`config.mk`:
```
export PLATFORM = sky130hd
export DESIGN_NAME = sobel_frame_ctrl
export DESIGN_NICKNAME = d
export VERILOG_FILES = /design/src/rtl/sobel_frame_ctrl.sv
export SDC_FILE = /design/constraint.sdc
export NUM_CORES = 1
export LEC_CHECK = 0
export BUFFER_PORTS_ARGS = -buffer_cell sky130_fd_sc_hd__buf_2
export CAP_MARGIN = 20
export CORE_MARGIN = 8
export CORE_UTILIZATION = 48
export CTS_BUF_LIST = sky130_fd_sc_hd__clkbuf_4
export DETAILED_ROUTE_END_ITERATION = 12
export PLACE_DENSITY_LB_ADDON = 0.25
export SLEW_MARGIN = 10
export SYNTH_ARGS = -nofsm -noshare
export SYNTH_HDL_FRONTEND = slang
export SYNTH_SLANG_ARGS = --single-unit
```
`constraint.sdc`:
```
create_clock -name clk -period 5.15 [get_ports clk]
set_input_delay 0.7725 -clock clk [delete_from_list [all_inputs] [get_ports clk]]
set_output_delay 0.7725 -clock clk [all_outputs]
set_load 0.01 [all_outputs]
```
`src/rtl/sobel_frame_ctrl.sv`:
```
// sobel_frame_ctrl: frame sequencer for the sobel edge-detection datapath.
// Takes an unpadded 8-bit raster stream over valid/ready and adds a one-pixel
// zero border on all four sides. Drives the padded stream into the datapath
// and flags the cycles that complete a 3x3 window. Emits out_valid and result
// coordinates aligned to the datapath latency, then pulses frame_done.
//
// Optional feature: define SOBEL_CTRL_STALLCNT_EN to build the saturating
// pixel-slot stall counter; otherwise stall_cnt is tied to zero.
//
// Internally (nr, nc) is the next padded slot to be emitted. Every output is a
// register, so a slot shows on sob_en/sob_data in the cycle after it is
// emitted. The state reflects the region of the slot that was emitted last.
module sobel_frame_ctrl #(
  parameter int IMG_W     = 480,
  parameter int IMG_H     = 360,
  parameter int CW        = 10,
  parameter int SOBEL_LAT = 1
) (
  input  logic          clk,
  input  logic          rst,
  input  logic          start,
  input  logic [7:0]    pix_in,
  input  logic          pix_valid,
  output logic          pix_ready,
  output logic [7:0]    sob_data,
  output logic          sob_en,
  output logic          win_valid,
  output logic          out_valid,
  output logic [CW-1:0] out_row,
  output logic [CW-1:0] out_col,
  output logic          busy,
  output logic          frame_done,
  output logic [15:0]   stall_cnt
);

  typedef enum logic [2:0] {
    IDLE    = 3'd0,
    PAD_TOP = 3'd1,
    BODY    = 3'd2,
    PAD_BOT = 3'd3,
    DRAIN   = 3'd4
  } state_t;

  localparam logic [CW-1:0] ACT_C     = CW'(IMG_W);
  localparam logic [CW-1:0] ACT_R     = CW'(IMG_H);
  localparam logic [CW-1:0] LAST_C    = CW'(IMG_W + 1);
  localparam logic [CW-1:0] LAST_R    = CW'(IMG_H + 1);
  localparam logic [CW-1:0] END_R     = CW'(IMG_H + 2);
  localparam logic [CW-1:0] OUT_C_MAX = CW'(IMG_W - 1);
  localparam logic [CW-1:0] OUT_R_MAX = CW'(IMG_H - 1);
  localparam logic [CW-1:0] WIN_MIN   = CW'(2);
  localparam int            DLY_N     = (SOBEL_LAT == 0) ? 1 : SOBEL_LAT;
  localparam int            TAP       = DLY_N - 1;
  localparam logic [2:0]    DRAIN_INIT = 3'(DLY_N - 1);

  state_t           state;
  logic [CW-1:0]    nr, nc;
  logic [2:0]       drain_cnt;
  logic [DLY_N-1:0] dly;

  logic          launch, in_slots, slots_done, emit, e_act, win_nxt, nxt_act;
  logic [CW-1:0] er, ec, adv_r, adv_c, nxt_r, nxt_c;

  // Slot carries a real pixel (inside the border, BODY rows only).
  function automatic logic is_active(input logic [CW-1:0] r, input logic [CW-1:0] c);
    return (r != '0) && (r <= ACT_R) && (c != '0) && (c <= ACT_C);
  endfunction

  function automatic state_t region_of(input logic [CW-1:0] r);
    if (r == '0)         return PAD_TOP;
    else if (r == LAST_R) return PAD_BOT;
    else                  return BODY;
  endfunction

  // Decide whether a slot is emitted this cycle and where the scan goes next.
  always_comb begin
    // NOTE: every signal gets a value on every path, so no latch is inferred.
    launch     = (state == IDLE) && start && !frame_done;
    in_slots   = (state == PAD_TOP) || (state == BODY) || (state == PAD_BOT);
    slots_done = (nr == END_R);
    er         = launch ? '0 : nr;
    ec         = launch ? '0 : nc;
    e_act      = is_active(er, ec);
    emit       = launch || (in_slots && !slots_done && (!e_act || pix_valid));
    win_nxt    = emit && (er >= WIN_MIN) && (ec >= WIN_MIN);
    if (ec == LAST_C) begin
      adv_r = er + CW'(1);
      adv_c = '0;
    end else begin
      adv_r = er;
      adv_c = ec + CW'(1);
    end
    nxt_r   = emit ? adv_r : nr;
    nxt_c   = emit ? adv_c : nc;
    nxt_act = is_active(nxt_r, nxt_c);
  end

  // Frame FSM, padded-stream outputs, result alignment and coordinates.
  always_ff @(posedge clk) begin
    // NOTE: sequential state uses non-blocking assignments so every register
    // samples pre-edge values regardless of statement order.
    if (!rst) begin
      state      <= IDLE;
      nr         <= '0;
      nc         <= '0;
      drain_cnt  <= '0;
      // NOTE: the latency delay line is reset too, so an aborted frame cannot
      // leak a stale out_valid into the next one.
      dly        <= '0;
      pix_ready  <= 1'b0;
      sob_data   <= 8'h00;
      sob_en     <= 1'b0;
      win_valid  <= 1'b0;
      out_valid  <= 1'b0;
      out_row    <= '0;
      out_col    <= '0;
      busy       <= 1'b0;
      frame_done <= 1'b0;
    end else begin
      frame_done <= 1'b0;
      pix_ready  <= 1'b0;
      sob_en     <= emit;
      win_valid  <= win_nxt;
      if (emit) sob_data <= e_act ? pix_in : 8'h00;
      nr <= nxt_r;
      nc <= nxt_c;

      dly[0] <= win_nxt;
      for (int i = 1; i < DLY_N; i++) dly[i] <= dly[i-1];
      out_valid <= (SOBEL_LAT == 0) ? win_nxt : dly[TAP];

      if (launch) begin
        out_row <= '0;
        out_col <= '0;
      end else if (out_valid) begin
        if (out_col == OUT_C_MAX) begin
          out_col <= '0;
          out_row <= (out_row == OUT_R_MAX) ? '0 : out_row + CW'(1);
        end else begin
          out_col <= out_col + CW'(1);
        end
      end

      case (state)
        IDLE: begin
          if (launch) begin
            state     <= PAD_TOP;
            busy      <= 1'b1;
            pix_ready <= nxt_act;
          end
        end
        PAD_TOP, BODY, PAD_BOT: begin
          if (slots_done) begin
            if (SOBEL_LAT == 0) begin
              state      <= IDLE;
              busy       <= 1'b0;
              frame_done <= 1'b1;
            end else begin
              state     <= DRAIN;
              drain_cnt <= DRAIN_INIT;
            end
          end else begin
            pix_ready <= nxt_act;
            if (emit) state <= region_of(er);
          end
        end
        DRAIN: begin
          if (drain_cnt == 3'd0) begin
            state      <= IDLE;
            busy       <= 1'b0;
            frame_done <= 1'b1;
          end else begin
            drain_cnt <= drain_cnt - 3'd1;
          end
        end
        default: begin
          state <= IDLE;
          busy  <= 1'b0;
        end
      endcase
    end
  end

`ifdef SOBEL_CTRL_STALLCNT_EN
  logic [15:0] stall_q;

  // Count active-slot cycles without input data; saturating, cleared per frame.
  always_ff @(posedge clk) begin
    if (!rst) begin
      stall_q <= 16'h0000;
    end else if (launch) begin
      stall_q <= 16'h0000;
    end else if (pix_ready && !pix_valid && (stall_q != 16'hFFFF)) begin
      stall_q <= stall_q + 16'd1;
    end
  end

  assign stall_cnt = stall_q;
`else
  assign stall_cnt = 16'h0000;
`endif

endmodule
```
After elaboration in Yosys (flattened, before gate mapping). Cells that the tools add are included.

Add/sub/neg operators: 5. $lt $le $gt $ge: 6. Eq/ne operators: 14. Muxes and demuxes: 26. Bitwise operators: 2. Reduce and logical (&&, ||, !) cells: 34.

Operators by type and width (count): $mux W10 (8); $eq A10 B9 Y1 const B (5); $add A10 B1 Y10 const B (4); $le A10 B9 Y1 const B (4); $reduce_bool A10 Y1 (4); $ge A10 B2 Y1 const B (2); $mux W3 (6); $logic_and A1 B1 Y1 (12); $logic_not A10 Y1 (1); $pmux W3 S3 (1); $reduce_and A3 Y1 (3); $mux W8 (1); $ne A2 B2 Y1 const B (4); $eq A3 B2 Y1 const B (2); $logic_not A3 Y1 (2); $mux W1 (6); $pmux W3 S2 (1); $logic_or A1 B1 Y1 (4); $reduce_and A2 Y1 (2); $eq A3 B1 Y1 const B (1); $eq A3 B3 Y1 const B (1); $logic_not A1 Y1 (3); $ne A3 B3 Y1 const B (1); $pmux W1 S3 (1); other kinds (7) (8).

Flip-flop bits (word level): 60. Input bits: 12. Output and inout bits: 50. Word-level logic and storage cells: 100.

Longest topological paths before layout.
Depth after elaboration: 19. Mapped depth: 15.

Worst setup path before layout. No wires, ideal clock.

Path kind: input port to flip-flop. Start point: in start. End point: reg pix_ready. Setup time: 0.130 ns. Arrival: 3.699 ns. Slack: 1.321 ns. Stages: 14. Cells stage by stage: nor2b_1 -> nand2_1 -> clkbuf_1 -> nand2_1 -> ha_1 -> or4b_1 -> a21oi_1 -> a2bb2oi_4 -> nand2_2 -> nand2_1 -> o41ai_2 -> or4b_1 -> nor4_1 -> nor4b_2.

Longest elaborated chain between the ends: 18.

Ends and longest elaborated chain: from (decl) (RTL line 21) `input logic start,`; $logic_and A1 B1 Y1 (*) (2 in series) (RTL line 78) `launch = (state == IDLE) && start && !frame_done;`; $mux W10 (RTL line 81) `er = launch ? '0 : nr;`; $le A10 B9 Y1 / $reduce_bool A10 Y1 (equally long branches) (RTL line 66) `return (r != '0) && (r <= ACT_R) && (c != '0) && (c <= ACT_C);`; $logic_and A1 B1 Y1 (3 in series) (RTL line 66); $logic_not A1 Y1 (RTL line 84) `emit = launch || (in_slots && !slots_done && (!e_act || pix_valid));`; $logic_or A1 B1 Y1 (RTL line 84); $logic_and A1 B1 Y1 (RTL line 84); $logic_or A1 B1 Y1 (RTL line 84); $mux W10 (RTL line 93) `nxt_r = emit ? adv_r : nr;`; $le A10 B9 Y1 / $reduce_bool A10 Y1 (equally long branches) (RTL line 66); $logic_and A1 B1 Y1 (3 in series) (RTL line 66); $mux W1, on equally long branches (RTL line 153, 146); $pmux W1 S2 (*) (RTL line 144) `case (state)`; to (signal assigned) (RTL line 149) `pix_ready <= nxt_act;`; to (signal assigned) (RTL line 163) `pix_ready <= nxt_act;`; to (decl) (RTL line 24) `output logic pix_ready,`.

Mark *: on every way between the ends. The rest lies on a longest branch, timed or not. A chain may end at the register's enable or synchronous reset.

Final worst setup path.
Start point: reg state[0]. End point: reg pix_ready.

Longest elaborated chain between the ends: 19.

Ends and longest elaborated chain: from (decl) (RTL line 56) `state_t state;`; from (signal assigned) (RTL line 164) `if (emit) state <= region_of(er);`; $logic_not A3 Y1 (RTL line 78, 144); $logic_and A1 B1 Y1 (2 in series) (RTL line 78); $mux W10 (RTL line 81); $le A10 B9 Y1 / $reduce_bool A10 Y1 (equally long branches) (RTL line 66); $logic_and A1 B1 Y1 (3 in series) (RTL line 66); $logic_not A1 Y1 (RTL line 84); $logic_or A1 B1 Y1 (RTL line 84); $logic_and A1 B1 Y1 (RTL line 84); $logic_or A1 B1 Y1 (RTL line 84); $mux W10 (RTL line 93); $le A10 B9 Y1 / $reduce_bool A10 Y1 (equally long branches) (RTL line 66); $logic_and A1 B1 Y1 (3 in series) (RTL line 66); $mux W1, on equally long branches (RTL line 153, 146); $pmux W1 S2 (*) (RTL line 144).

Marked as above.

==> impl_metrics.tcl <==
set metrics [dict create \
    grt_overflow 0 \
    core-area_um2 7214 \
    min_to "sob_data[5]" \
    die_x_um 101.9 \
    status "complete, no violations" \
    grt_pass1_vias 3114 \
    nFillCells 708 \
    setup_tns_ns 0 \
    hold_viol 0 \
    path_buf_inv 0 \
    antenna_cells 0 \
    hp-class "flop to flop" \
    drive_above_1_share 0.1783 \
    grt_start_max_net_pins 33 \
    ctsHtreeMaxLevel 3 \
    final.period_utilization 0.8237 \
    cp-start-kind "flop" \
    drv_cap 0 \
    power.total_mw 0.9111 \
    regToRegEndpoint "pix_ready" \
    yosysUniqueCellTypes 73 \
    routed_wl_mm 8.967 \
    ys_seq_area_frac 0.3393 \
    clock.fmax_mhz 235.7 \
    area_delta_synth_final_pct 9.933 \
    synth_top_cell_area_share 0.3393 \
    leakagePower_nw 1.581 \
    grt_pass1_wl_mm 14.90 \
    clkSlewWorstSetupHoldPaths_ns 0.11 \
    synth-seq-cells 60 \
    crit_type "flop to flop" \
    syn_avg_cell_area_um2 8.348 \
    crit_path_top_delay_cell "or4b_1" \
    drc 0 \
    rrSetupSlack_ns 0.91 \
    ir_drop_mv 0.1714 \
    antenna_left 0 \
    cp.arrival_ns 4.55 \
    setup_viol 0 \
    netlist_top_cells_count "60 x dfxtp_1, 42 x nor2_1, 41 x nand2_1" \
    ys_warn_count 0 \
    r2r-start "state[0]" \
    hold_buffers 0 \
    end_kind "flop" \
    die_height_um 101.9 \
    yosysMostFrequentCell "dfxtp_1" \
    cp_num_cells 13 \
    routedWlPerCell_um 15.73 \
    synth_ff_type "dfxtp_1" \
    cts-buffers-inserted 9 \
    yosys-top-cells-area "dfxtp_1 34%, nor2_1 4.5%, nand2_1 4.3%, buf_4 3.6%, ha_1 3.5%" \
    cts-resized-gates 0 \
    min_from "sob_data[5]" \
    required_ns 5.46 \
    rows 31 \
    synth_area_um2 3540 \
    vias_per_cell 5.728 \
    io_buffer_count 45 \
    cts_sinks 60 \
    drtPass1Iterations 4 \
    slew_headroom 0.3976 \
    dp_hpwl_mm 6.679 \
    worstMarginPinSlew_ns 0.9018 \
    maxSlewViolCount 0 \
    skew_ns 0.01660 \
    ys_async_sr_fraction 0 \
    worstPathCellList "nor3_1, nand2_1, nand2_1, ha_1, or4b_1, a21oi_1, a2bb2oi_4, nand2_2, nand2_1, o41ai_2, or4b_1, nor4_1, nor4b_2" \
    clock_latency_ns 0.43 \
    cts.path.max_buffers 2 \
    cts_tree "done" \
    drt_iter0_drc 227 \
    initial_utilization 0.4906 \
    cellPowerDensity_nw_per_um2 234.1 \
    postCtsSetupRepairBufs 0 \
    die_area_um2 10380 \
    nNetsFinal 488 \
    worst-path-max-fanout 16 \
    grtUsageTotal 0.1806 \
    io_pins 62 \
    cp_common_cell "nand2_1" \
    routabilityCongestion 0.9593 \
    root_buffer "clkbuf_4" \
    antenna_found_initial 0 \
    r2r_cells 13 \
    synth_edf_count 0 \
    rsz0062_at_grt "false" \
    synth_top_area_cell "dfxtp_1" \
    critical-path-top-delay-family "simple AND/OR/NAND/NOR gates" \
    hold_depth 1 \
    synthCells 424 \
    num_vias 3265 \
    period_needed_ns 4.242 \
    critPathMaxStageDelay_ns 0.49 \
]
routing by layer:
| layer | global-route usage | part of all wire |
|---|---|---|
| met1 | 0.2225 | 0.45 |
| met2 | 0.2902 | 0.46 |
| met3 | 0.04973 | 0.073 |
| met4 | 0.07449 | 0.018 |
| met5 | 0 | 0 |
placed cells by master (no fill, tap or decap), drive strengths merged, types with 10 or more instances in the layout:
cell   synthesis  final
a21oi         18     18
and2          12     12
buf           21     47
conb           1     16
dfxtp         60     60
ha            10     10
nand2         42     42
nand3         19     19
nand4         10     10
nor2          43     43
nor2b         12     12
nor3          12     12
o21ai         25     25
xor2          11     11
worst max-delay path by stage:
stage                     end  slack [ns]     start
CTS                 pix_ready        0.99  state[0]
finish              pix_ready        0.91  state[0]
global route        pix_ready        0.71  state[0]
global placement    pix_ready        0.91     start
detailed placement  pix_ready        0.73     start
floorplan           pix_ready        1.32     start
state kept, by name (all words and copies together) (netlist names), 3 cells and up:
| signal | count |
|---|---|
| nc | 10 |
| nr | 10 |
| out_col | 10 |
| out_row | 10 |
| sob_data | 8 |
| drain_cnt | 3 |
| state | 3 |
where the power goes:
| part | total, mW | switching (mW) | internal (mW) |
|---|---|---|---|
| Clock | 0.335 | 0.190 | 0.145 |
| Combinational | 0.103 | 0.0698 | 0.0328 |
| Sequential | 0.473 | 0.00564 | 0.468 |
| Total | 0.911 | 0.265 | 0.646 |
layout make-up:
cell class	count	area (um2)	share of cell area
sequential	60	1201	0.3087
timing repair buffer	47	240.2	0.06174
inverter	9	33.78	0.008682
clock inverter	7	67.56	0.01736
tap	99	123.9	0.03183
multi-input combinational	339	2157	0.5543
clock buffer	9	67.56	0.01736
worst reg2reg max path: stages (launching register included):
cell       delay [ns]
dfxtp_1          0.36
nor3_1           0.39
nand2_1          0.48
nand2_1          0.28
ha_1             0.24
or4b_1           0.45
a21oi_1          0.35
a2bb2oi_4        0.23
nand2_2          0.13
nand2_1          0.19
o41ai_2          0.15
or4b_1           0.49
nor4_1           0.29
nor4b_2          0.09
per-stage QoR:
stage,cell area (um2),worst slack (ns),hold WS [ns],util,cells
6_report,3891,0.9079,0.4838,0.5394,570
5_1_grt,3891,0.7101,0.5271,0.5394,570
4_1_cts,3891,0.9949,0.4889,0.5394,570
3_5_place_dp,3756,0.7311,0.4631,0.5206,554
3_3_place_gp,3756,0.9111,0.4572,0.5206,554
2_1_floorplan,3596,1.321,0.4797,-,439
cell families (layout without fill, tap and decap cells):
logic type | after synthesis | after routing | share of synthesized area
AND/OR/NAND/NOR | 196 | 196 | 0.2962
AO/OA/AOI/OAI | 96 | 96 | 0.2086
flip-flops | 60 | 60 | 0.3393
buffers and inverters | 40 | 72 | 0.06716
XOR/XNOR | 20 | 20 | 0.04949
adder cells (fa/ha/maj) | 10 | 10 | 0.03535
other | 1 | 16 | 0.001059
multiplexers | 1 | 1 | 0.002828
Power figures use the tool's default switching activity.
